==> src/rtl/vga_sync_generator.sv <==
// vga_sync_generator
// Raster timing for a 640x480@60 Hz VGA output, clocked by the 25 MHz pixel
// clock. A horizontal/vertical counter pair walks the raster. hsync/vsync,
// display_active, the pixel coordinates and the line/frame strobes all come
// from flops, so every output describes the same pixel in the same cycle.
// The next position is computed combinationally and decoded before it is
// registered. No output is derived from another registered output.
// Both totals (active + porches + sync) must not exceed 1024, because the
// counters are 10 bits wide.

module vga_sync_generator #(
  parameter int unsigned H_ACTIVE = 640,
  parameter int unsigned H_FP     = 16,
  parameter int unsigned H_SYNC   = 96,
  parameter int unsigned H_BP     = 48,
  parameter int unsigned V_ACTIVE = 480,
  parameter int unsigned V_FP     = 10,
  parameter int unsigned V_SYNC   = 2,
  parameter int unsigned V_BP     = 33
) (
  input  logic       clk_25MHz,
  input  logic       reset,
  output logic       hsync,
  output logic       vsync,
  output logic       display_active,
  output logic [9:0] x,
  output logic [9:0] y,
  output logic       line_start,
  output logic       frame_start
);

  // Raster geometry.
  localparam int unsigned H_TOTAL = H_ACTIVE + H_FP + H_SYNC + H_BP;
  localparam int unsigned V_TOTAL = V_ACTIVE + V_FP + V_SYNC + V_BP;

  // Last column and last line, used as the counter wrap points.
  localparam logic [9:0] H_LAST = 10'(H_TOTAL - 1);
  localparam logic [9:0] V_LAST = 10'(V_TOTAL - 1);

  // Decode bounds are 11 bits wide. A bound equal to 1024 (for example,
  // sync ending exactly at the line end) then still compares correctly.
  localparam logic [10:0] H_ACT_END    = 11'(H_ACTIVE);
  localparam logic [10:0] H_SYNC_START = 11'(H_ACTIVE + H_FP);
  localparam logic [10:0] H_SYNC_END   = 11'(H_ACTIVE + H_FP + H_SYNC);
  localparam logic [10:0] V_ACT_END    = 11'(V_ACTIVE);
  localparam logic [10:0] V_SYNC_START = 11'(V_ACTIVE + V_FP);
  localparam logic [10:0] V_SYNC_END   = 11'(V_ACTIVE + V_FP + V_SYNC);

  // IDLE holds the blanked, deasserted outputs until the first edge
  // without reset. RUN then scans the raster indefinitely.
  typedef enum logic {
    ST_IDLE = 1'b0,
    ST_RUN  = 1'b1
  } state_t;

  state_t     r_state;
  state_t     w_state_next;

  // Registered position. These registers drive x and y directly.
  logic [9:0] r_x;
  logic [9:0] r_y;

  // Registered decodes of the position held in r_x/r_y.
  logic       r_hsync;
  logic       r_vsync;
  logic       r_display_active;
  logic       r_line_start;
  logic       r_frame_start;

  // Position that will be presented after the coming edge.
  logic [9:0] w_x_next;
  logic [9:0] w_y_next;
  logic       w_x_at_end;
  logic       w_y_at_end;

  // Decodes of the next position, registered alongside it.
  logic [10:0] w_x_next_ext;
  logic [10:0] w_y_next_ext;
  logic        w_run_next;
  logic        w_hsync_next;
  logic        w_vsync_next;
  logic        w_display_active_next;
  logic        w_line_start_next;
  logic        w_frame_start_next;

  assign w_x_at_end = (r_x == H_LAST);
  assign w_y_at_end = (r_y == V_LAST);

  // Next-state and next-position logic of the scan FSM.
  always_comb begin
    // NOTE: every signal gets a default before the case, so no path leaves
    // a value unassigned and no latch can be inferred.
    w_state_next = r_state;
    w_x_next     = '0;
    w_y_next     = '0;

    case (r_state)
      ST_IDLE: begin
        // Leaving IDLE always starts a fresh frame at (0,0).
        w_state_next = ST_RUN;
      end

      ST_RUN: begin
        if (w_x_at_end) begin
          w_x_next = '0;
          w_y_next = w_y_at_end ? 10'd0 : (r_y + 10'd1);
        end else begin
          w_x_next = r_x + 10'd1;
          w_y_next = r_y;
        end
      end

      default: begin
        w_state_next = ST_IDLE;
      end
    endcase
  end

  // Decode the next position into sync, blanking and strobe values.
  always_comb begin
    w_x_next_ext          = {1'b0, w_x_next};
    w_y_next_ext          = {1'b0, w_y_next};
    w_run_next            = (w_state_next == ST_RUN);

    // The sync outputs are active low. They stay high outside RUN.
    w_hsync_next          = ~(w_run_next &&
                              (w_x_next_ext >= H_SYNC_START) &&
                              (w_x_next_ext <  H_SYNC_END));
    // vsync covers whole lines, including their porch and sync pixels.
    w_vsync_next          = ~(w_run_next &&
                              (w_y_next_ext >= V_SYNC_START) &&
                              (w_y_next_ext <  V_SYNC_END));
    w_display_active_next = w_run_next &&
                            (w_x_next_ext < H_ACT_END) &&
                            (w_y_next_ext < V_ACT_END);
    w_line_start_next     = w_run_next && (w_x_next == 10'd0);
    w_frame_start_next    = w_run_next && (w_x_next == 10'd0) &&
                            (w_y_next == 10'd0);
  end

  // State, position and decoded outputs, with synchronous reset to IDLE.
  always_ff @(posedge clk_25MHz) begin
    // NOTE: non-blocking assignments here. Every register samples the
    // pre-edge values, so the position and its decodes stay aligned.
    if (reset) begin
      r_state          <= ST_IDLE;
      r_x              <= '0;
      r_y              <= '0;
      r_hsync          <= 1'b1;
      r_vsync          <= 1'b1;
      r_display_active <= 1'b0;
      r_line_start     <= 1'b0;
      r_frame_start    <= 1'b0;
    end else begin
      r_state          <= w_state_next;
      r_x              <= w_x_next;
      r_y              <= w_y_next;
      r_hsync          <= w_hsync_next;
      r_vsync          <= w_vsync_next;
      r_display_active <= w_display_active_next;
      r_line_start     <= w_line_start_next;
      r_frame_start    <= w_frame_start_next;
    end
  end

  assign hsync          = r_hsync;
  assign vsync          = r_vsync;
  assign display_active = r_display_active;
  assign x              = r_x;
  assign y              = r_y;
  assign line_start     = r_line_start;
  assign frame_start    = r_frame_start;

endmodule
==> config.mk <==
export PLATFORM = sky130hd
export DESIGN_NAME = vga_sync_generator
export DESIGN_NICKNAME = d
export VERILOG_FILES = /design/src/rtl/vga_sync_generator.sv
export SDC_FILE = /design/constraint.sdc
export NUM_CORES = 1
export LEC_CHECK = 0
export ABC_CLOCK_PERIOD_IN_PS = 5650
export CORE_UTILIZATION = 58
export CTS_BUF_LIST = sky130_fd_sc_hd__clkbuf_4
export CTS_CLUSTER_DIAMETER = 120
export CTS_CLUSTER_SIZE = 12
export DETAILED_ROUTE_END_ITERATION = 6
export PLACE_DENSITY = 0.92
export SLEW_MARGIN = 0
export SYNTH_ARGS = -nofsm -noshare
export SYNTH_HDL_FRONTEND = slang
export SYNTH_SLANG_ARGS = --single-unit
==> constraint.sdc <==
create_clock -name clk_25MHz -period 5.65 [get_ports clk_25MHz]
set_clock_uncertainty 0.05 [all_clocks]
set_input_delay 1.13 -clock clk_25MHz [delete_from_list [all_inputs] [get_ports clk_25MHz]]
set_output_delay 1.13 -clock clk_25MHz [all_outputs]
set_load 0.005 [all_outputs]
==> results.sh <==
export IMPL_outcome="finished clean"
export IMPL_cts_setup_buffers=0
export IMPL_boundaryPins=27
export IMPL_cap_violations=0
export IMPL_p_per_area_mw_per_mm2=191
export IMPL_synth_cells=176
export IMPL_synth_top_area_share_pct=35.5
export IMPL_synth_fp_nets=181
export IMPL_die_area_mm2=0.00273
export IMPL_grt_antenna_before_repair=0
export IMPL_p_leak_uw=0.000607
export IMPL_htreeDepth=1
export IMPL_area_growth_pct=19.6
export IMPL_tightest_slew_ns=0.567
export IMPL_seqCellArea_um2=520
export IMPL_crit_required_ns=5.84
export IMPL_grtUsageTotal_pct=29.2
export IMPL_ctsResizeCount=0
export IMPL_fin_nets=202
export IMPL_multiInputGateArea_um2=862
export IMPL_dieWidth_um=52.3
export IMPL_place_congestion=0.907
export IMPL_drc=0
export IMPL_synth_area_leaders="dfxtp_1, nor2_1, xnor2_1"
export IMPL_io_buffer_count=26
export IMPL_syn_area_per_cell_um2=8.32
export IMPL_synth_edf_count=0
export IMPL_routed_via_density=6.32
export IMPL_start_util_pct=63.8
export IMPL_mostFrequentLayoutCells="dfxtp_1, clkdlybuf4s50_1, nor2_1"
export IMPL_cts_hold_fix_buffers=0
export IMPL_path_clk_slew_ns=0.15
export IMPL_wirelength_um=3630
export IMPL_hold_class="reg -> reg"
export IMPL_preCtsSetupSlack_ns=2.89
export IMPL_synth_cell_types=43
export IMPL_setup_slack_ns=2.91
export IMPL_synth_seq_area_share_pct=35.5
export IMPL_grt_overflow=0
export IMPL_first_iter_violations=28
export IMPL_dp_hpwl_um=2690
export IMPL_ys_ff_latch=26
export IMPL_std_cell_rows=17
export IMPL_diodes=0
export IMPL_ir_drop_mv=0.135
export IMPL_hold_violations=0
export IMPL_post_route_min_period_ns=2.74
export IMPL_fin_tns_setup_ns=0
export IMPL_cts_buffers=3
export IMPL_cp_start_kind="flop"
export IMPL_die_height_um=52.3
export IMPL_clkLatencyLatePin_ns=0.34
export IMPL_drtPass1Iterations=4
export IMPL_cts_tree="done"
export IMPL_slew_headroom_pct=61.8
export IMPL_cts_max_path_buffers=2
export IMPL_synthFlopType="dfxtp_1"
export IMPL_drive_above_1_share_pct=5.61
export IMPL_async_reset_ff_share_pct=0
export IMPL_post_route_period_util_pct=48.5
export IMPL_grt_pass1_vias=1338
export IMPL_critical_path_class="reg -> reg"
export IMPL_drt_wirelength_per_cell_um=16.2
export IMPL_cts_root_buf="clkbuf_4"
export IMPL_rsz0062_at_grt="false"
export IMPL_core_area_mm2=0.00230
export IMPL_grt_start_max_net_pins=16
export IMPL_antenna_left=0
export IMPL_yosys_area_top_type="dfxtp_1"
export IMPL_max_freq_ghz=0.365
export IMPL_setup_viol=0
export IMPL_grt_pass1_wl_um=5990
export IMPL_slew_viol_final=0
export IMPL_routed_via_count=1416
export IMPL_syn_area_mm2=0.00147
export IMPL_cts_sinks=26
export IMPL_endpoint_kind="flop"
export IMPL_synth_warnings=0
export IMPL_fill_cells=170
export IMPL_arrival_ns=2.93
export IMPL_cp_max_fo=11
## cell type report
class	count	area share (%)
Clock inverter	1	1.71
Clock buffer	3	1.28
Timing Repair Buffer	26	14.8
Tap cell	28	2.00
Inverter	6	1.28
Multi-Input combinational cell	134	49.2
Sequential cell	26	29.7
## kinds of logic (layout without fill, tap and decap cells)
kind of cell,after synthesis,in the layout,share of synthesized area (%)
AO/OA/AOI/OAI,27,27,13.4
XOR/XNOR,14,14,8.37
adder cells (fa/ha/maj),3,3,2.56
buffers and inverters,16,36,5.64
flip-flops,26,26,35.5
multiplexers,2,2,1.37
AND/OR/NAND/NOR,88,88,33.1
## synthesized netlist by cell type (2+ instances only)
master and count:
buf_4 5, nand2_1 14, nand4_1 8, clkbuf_1 2
a21oi_1 6, o21a_1 2, mux2i_1 2, nor3_1 6
nand3_1 9, or3_1 2, and3_1 4, ha_1 3
nor3b_1 3, and4_1 2, and2_1 4, a31oi_1 3
nor4_1 3, inv_1 6, o221a_2 2, xnor2_1 7
nor2b_1 3, o21ai_0 4, xor2_1 7, buf_2 3
dfxtp_1 26, nor2_1 23
## sequential cells by signal, indices dropped and copies added (netlist names)
register        flops
vsync               1
display_active      1
frame_start         1
r_state             1
hsync               1
y                  10
line_start          1
x                  10
## metal layers
| metal | GRT usage (%) | share of wire (%) |
|---|---|---|
| met3 | 2.90 | 4.7 |
| met1 | 37.0 | 43 |
| met4 | 12.7 | 2.7 |
| met2 | 50.0 | 49 |
| met5 | 0 | 0 |
## critical path, cell delays in order, from the launching register on
cell and delay (ns):
dfxtp_1 0.48, ha_1 0.35, and4_1 0.41, nand3_1 0.38
o311a_1 0.25, a21oi_1 0.20, o21ai_1 0.16, a2111oi_2 0.37
## per-stage QoR
step | cell area [um2] | util [%] | total power, uW | cells | hold WS (ns)
after floorplan | 1470 | - | 199 | 176 | 0.428
after global placement | 1700 | 74.0 | 206 | 220 | 0.440
after detailed placement | 1700 | 74.0 | 207 | 220 | 0.460
after CTS | 1750 | 76.3 | 334 | 224 | 0.497
after global routing | 1750 | 76.3 | 343 | 224 | 0.515
final | 1750 | 76.3 | 335 | 224 | 0.498
## report_power, final
group	internal [uW]	switching [uW]
registers	186	2.87
clock network	71.9	60.3
logic	7.05	7.18
total	265	70.4
## path summary, 6_finish.rpt
kind	endpoint	from	depth (start not counted)	slack [ns]
worst max-delay path	frame_start	x[0]	7	2.91
worst min-delay path	y[0]	y[0]	2	0.50
worst max register to register	frame_start	x[0]	7	2.91
worst min register to register	y[0]	y[0]	2	0.50
Power figures use the tool's default switching activity.
==> RTL edit 1: new RTL, same flow settings <==
Reset style: asynchronous (`reset`), changed in one clocked block. Comments in the files are not updated.
--- a/src/rtl/vga_sync_generator.sv
+++ b/src/rtl/vga_sync_generator.sv
@@ -141,3 +141,3 @@
   // State, position and decoded outputs, with synchronous reset to IDLE.
-  always_ff @(posedge clk_25MHz) begin
+  always_ff @(posedge clk_25MHz or posedge reset) begin
     // NOTE: non-blocking assignments here. Every register samples the
Formal check against the unedited RTL: differs if reset is asserted again (counterexample within 4 cycles, from zero or initial values and one cycle with reset high); with reset held inactive, the same outputs for 10 cycles.
==> RTL edit 1 against the original RTL <==
  * First-iteration DRC count grew to 2.6 times the old value
  * Sequential cell count is the same
  * Hold slack gained 0.047 ns
  * Synthesized area grew 6.9%
  * Non-clock buffer count is the same
  * Worst setup slack lost 1.1 ns
  * Wire length grew 3.3%
  * Global-route usage grew 1.1 points
  * Total power grew 3.0%
  * Final area grew 6.2%
  * Critical path type unchanged
==> RTL edit 1: results <==
set metrics [dict create \
    status "complete, no violations" \
    grt_pass1_wl_mm 6.210 \
    ctsResizeCount 0 \
    wire_per_inst_um 16.71 \
    ir_worst_vdd_v 0.0001716 \
    cp_max_fo 13 \
    grt_max_degree 27 \
    dpl_worst_slack_ns 1.860 \
    arrival_ns 4.05 \
    clkTransAtPathRegs_ns 0.15 \
    synth.top_cells.by_area "dfrtp_1 38%, nor2_1 6.0%, xnor2_1 5.0%" \
    cpMaxStageDelayCell "o21ai_0" \
    async_flop_share_pct 100.0 \
    ff_latch_area_um2 653.1 \
    critPathTopFamily "simple AND/OR/NAND/NOR gates" \
    place.gp.congestion 0.8845 \
    portBuffers 26 \
    min_from "x[0]" \
    ys_top_cells_by_count "25 x nor2_1, 24 x dfrtp_1, 10 x nor3_1" \
    drtIter0Drc 73 \
    holdCritPathClass "reg2reg" \
    clockBufferDepth 2 \
    power_leakage_nw 0.7284 \
    root_buffer "clkbuf_4" \
    tightest_slew_ns 1.177 \
    nFillCells 180 \
    synth_fp_nets 179 \
    yosysSeqAreaShare_pct 41.69 \
    drive_gt1_share_pct 8.247 \
    ys_types 47 \
    cpPeakStageDelay_ns 0.95 \
    track_usage_pct 30.34 \
    htree_levels 1 \
    vias 1426 \
    dp_hpwl_mm 2.704 \
    place_area_um2 1809 \
    grt_pass1_vias 1297 \
    crit_path_start "x[0]" \
    num-nets-final 200 \
    clk_latency_ns 0.32 \
]
[RTL edit 1: final cells by class]
cell class	count	share of cell area, %
multi-input combinational	129	44.29
clock inverter	1	1.613
inverter	9	1.815
tap	30	2.016
sequential	26	35.08
timing repair buffer	26	13.98
clock buffer	3	1.210
[RTL edit 1: per-layer routing]
layer | part of all wire (%) | vias to the layer above | wire length, um | global-route usage [%]
met3 | 8.1 | 16 | 303 | 6.780
met4 | 2.2 | 0 | 82 | 11.11
met5 | 0 | - | 0 | 0
li1 | - | 655 | - | -
met1 | 43 | 673 | 1619 | 44.29
met2 | 46 | 82 | 1738 | 43.42
[RTL edit 1: worst reg2reg max path: stages, from the launching register on]
cell,delay [ns]
dfrtp_1,0.49
ha_1,0.38
nand4_1,0.25
or3_4,0.46
o21ai_0,0.95
a21oi_1,0.20
or4b_2,0.67
or3_1,0.33
[RTL edit 1: path summary, 6_finish.rpt]
| path | slack (ns) | end | cells after the start |
|---|---|---|---|
| min | 0.54 | x[0] | 1 |
| min in group asynchronous | 1.24 | y[8] | 2 |
| min reg2reg | 0.54 | x[0] | 1 |
| max reg2reg | 1.82 | vsync | 7 |
| max | 1.82 | vsync | 7 |
| max in group asynchronous | 3.74 | y[1] | 2 |
[RTL edit 1: cells by family after synthesis]
family | share of synthesized area [%]
and+or+nand+nor | 28.12
DFF | 41.69
muxes | 0.6390
adders and majority gates | 2.396
xor gates and xnor gates | 8.387
AOI/OAI and AO/OA | 12.86
buffers and inverters | 5.671
other | 0.2394
[RTL edit 1: power breakdown]
part	internal, W	switching (W)	total (W)	leakage, nW
Combinational	0.0000105	0.0000119	0.0000224	0.360
Sequential	0.000190	0.00000473	0.000194	0.341
Clock	0.0000717	0.0000570	0.000129	0.0279
Total	0.000272	0.0000736	0.000345	0.728
[RTL edit 1: per-stage QoR]
step	std cells	total power [W]
3_3_place_gp	220	0.0002191
5_1_grt	224	0.0003607
2_1_floorplan	174	0.0002094
3_5_place_dp	220	0.0002203
4_1_cts	224	0.0003461
6_report	224	0.0003455
==> RTL edit 2: new RTL, same flow settings <==
Made on the original files. `V_FP`: 10 -> 8.
--- a/src/rtl/vga_sync_generator.sv
+++ b/src/rtl/vga_sync_generator.sv
@@ -16,3 +16,3 @@
   parameter int unsigned V_ACTIVE = 480,
-  parameter int unsigned V_FP     = 10,
+  parameter int unsigned V_FP     = 8,
   parameter int unsigned V_SYNC   = 2,
Formal check against the unedited RTL: same outputs for any inputs over 10 cycles, from zero or initial values and one cycle with reset high; that may be too few to reach the edited logic, so the function may still have changed.
==> RTL edit 2 against the original RTL <==
  * Maximum frequency down 9.6%
  * Critical path type unchanged
  * Largest cell class unchanged
  * Synthesized area is 2.0% lower
  * Sequential cell count is the same
  * Worst setup slack worse by 0.29 ns
  * First-iteration DRC count grew to 2.6 times the old value
  * Count of clock-buffer cells in the layout stayed put
  * Final area shrank 0.86%
  * Die area shrank 2.0%
  * Wire length fell by 3.4%
  * Critical path depth is the same
  * Total power down 1.6%
  * Synthesized cell count shrank 1.1%
==> RTL edit 2: results <==
set metrics [dict create \
    yosysSeqAreaShare_pct 36.27 \
    clockBufferDepth 2 \
    crit_path_start "x[0]" \
    cts_made_buffers 3 \
    antenna_found_initial 0 \
    ir_worst_vdd_v 0.0002314 \
    tightest_slew_ns 0.5268 \
    viasPerCell 6.350 \
    track_usage_pct 29.15 \
    place_area_um2 1685 \
    root_buffer "clkbuf_4" \
    clk_latency_ns 0.32 \
    status "complete, no violations" \
    portBuffers 26 \
    fmax_ghz 0.3299 \
    hold_ws_ns 0.4794 \
    grt_pass1_vias 1240 \
    drt_wl_total_mm 3.501 \
    num-nets-final 201 \
    dp_hpwl_mm 2.503 \
    ys_top_cells_by_count "26 x dfxtp_1, 19 x nor2_1, 15 x nand2_1" \
    async_flop_share_pct 0 \
    min_from "x[0]" \
    post_cts_buffers 0 \
    grt_max_degree 16 \
    synth_fp_nets 179 \
    place.gp.congestion 0.9882 \
    htree_levels 1 \
    cp_max_fo 8 \
    holdCritPathClass "reg2reg" \
    power_leakage_nw 0.5739 \
    grt_pass1_wl_mm 5.727 \
    drtIter0Drc 72 \
    firstDrtPassIters 4 \
    ys_warn_count 0 \
    nFillCells 152 \
    clkTransAtPathRegs_ns 0.14 \
    ys_types 40 \
    r2r_setup_slack_ns 2.62 \
    ctsResizeCount 0 \
    dpl_worst_slack_ns 2.653 \
    diodes 0 \
    synth.top_cells.by_area "dfxtp_1 36%, xnor2_1 6.7%, nor2_1 5.0%" \
    arrival_ns 3.20 \
    drive_gt1_share_pct 4.615 \
]
RTL edit 2: metal layers:
metal | part of all wire [%] | up-vias | global-route usage (%)
li1 | - | 667 | -
met5 | 0 | - | 0
met4 | 2.6 | 0 | 12.61
met3 | 7.3 | 16 | 4.678
met1 | 42 | 653 | 37.02
met2 | 48 | 80 | 48.48
RTL edit 2: worst max-delay path: stages, from the launching register on:
cell and delay, ns:
dfxtp_1 0.45, ha_1 0.28, nand3_1 0.31, nor4_4 0.54
nand2_2 0.09, xor2_1 0.17, or4_1 0.51, or4b_1 0.53
RTL edit 2: power by group:
group | total [W] | switching, W | internal [W]
clock | 0.000128 | 0.0000560 | 0.0000718
sequential | 0.000188 | 0.00000225 | 0.000186
combinational | 0.0000140 | 0.00000738 | 0.00000666
RTL edit 2: final timing paths:
check        endpoint  cells after the start
max             vsync                      7
min              x[0]                      1
max reg2reg     vsync                      7
min reg2reg      x[0]                      1
RTL edit 2: cells by family after synthesis:
group	count (synthesis)	share of synthesized area, %
compound gates	25	11.94
xor+xnor	19	11.60
fa+ha+maj	3	2.616
buf+inv	16	4.970
flops	26	36.27
mux	1	0.6975
simple gates	84	31.91
RTL edit 2: layout make-up:
cell class              instances  area (um2)  share of cell area, %
multi-input cells             132       843.3                  48.52
flip-flops and latches         26       520.5                  29.95
repair buffers                 26       260.3                  14.97
well taps                      28       35.03                  2.016
clock inverters                 1       30.03                  1.728
inverters                       7       26.28                  1.512
clock buffers                   3       22.52                  1.296
RTL edit 2: per-stage QoR:
| stage | util [%] | cells |
|---|---|---|
| 2_1_floorplan | - | 174 |
| 3_3_place_gp | 74.05 | 219 |
| 3_5_place_dp | 74.05 | 219 |
| 4_1_cts | 76.36 | 223 |
| 5_1_grt | 76.36 | 223 |
| 6_report | 76.36 | 223 |
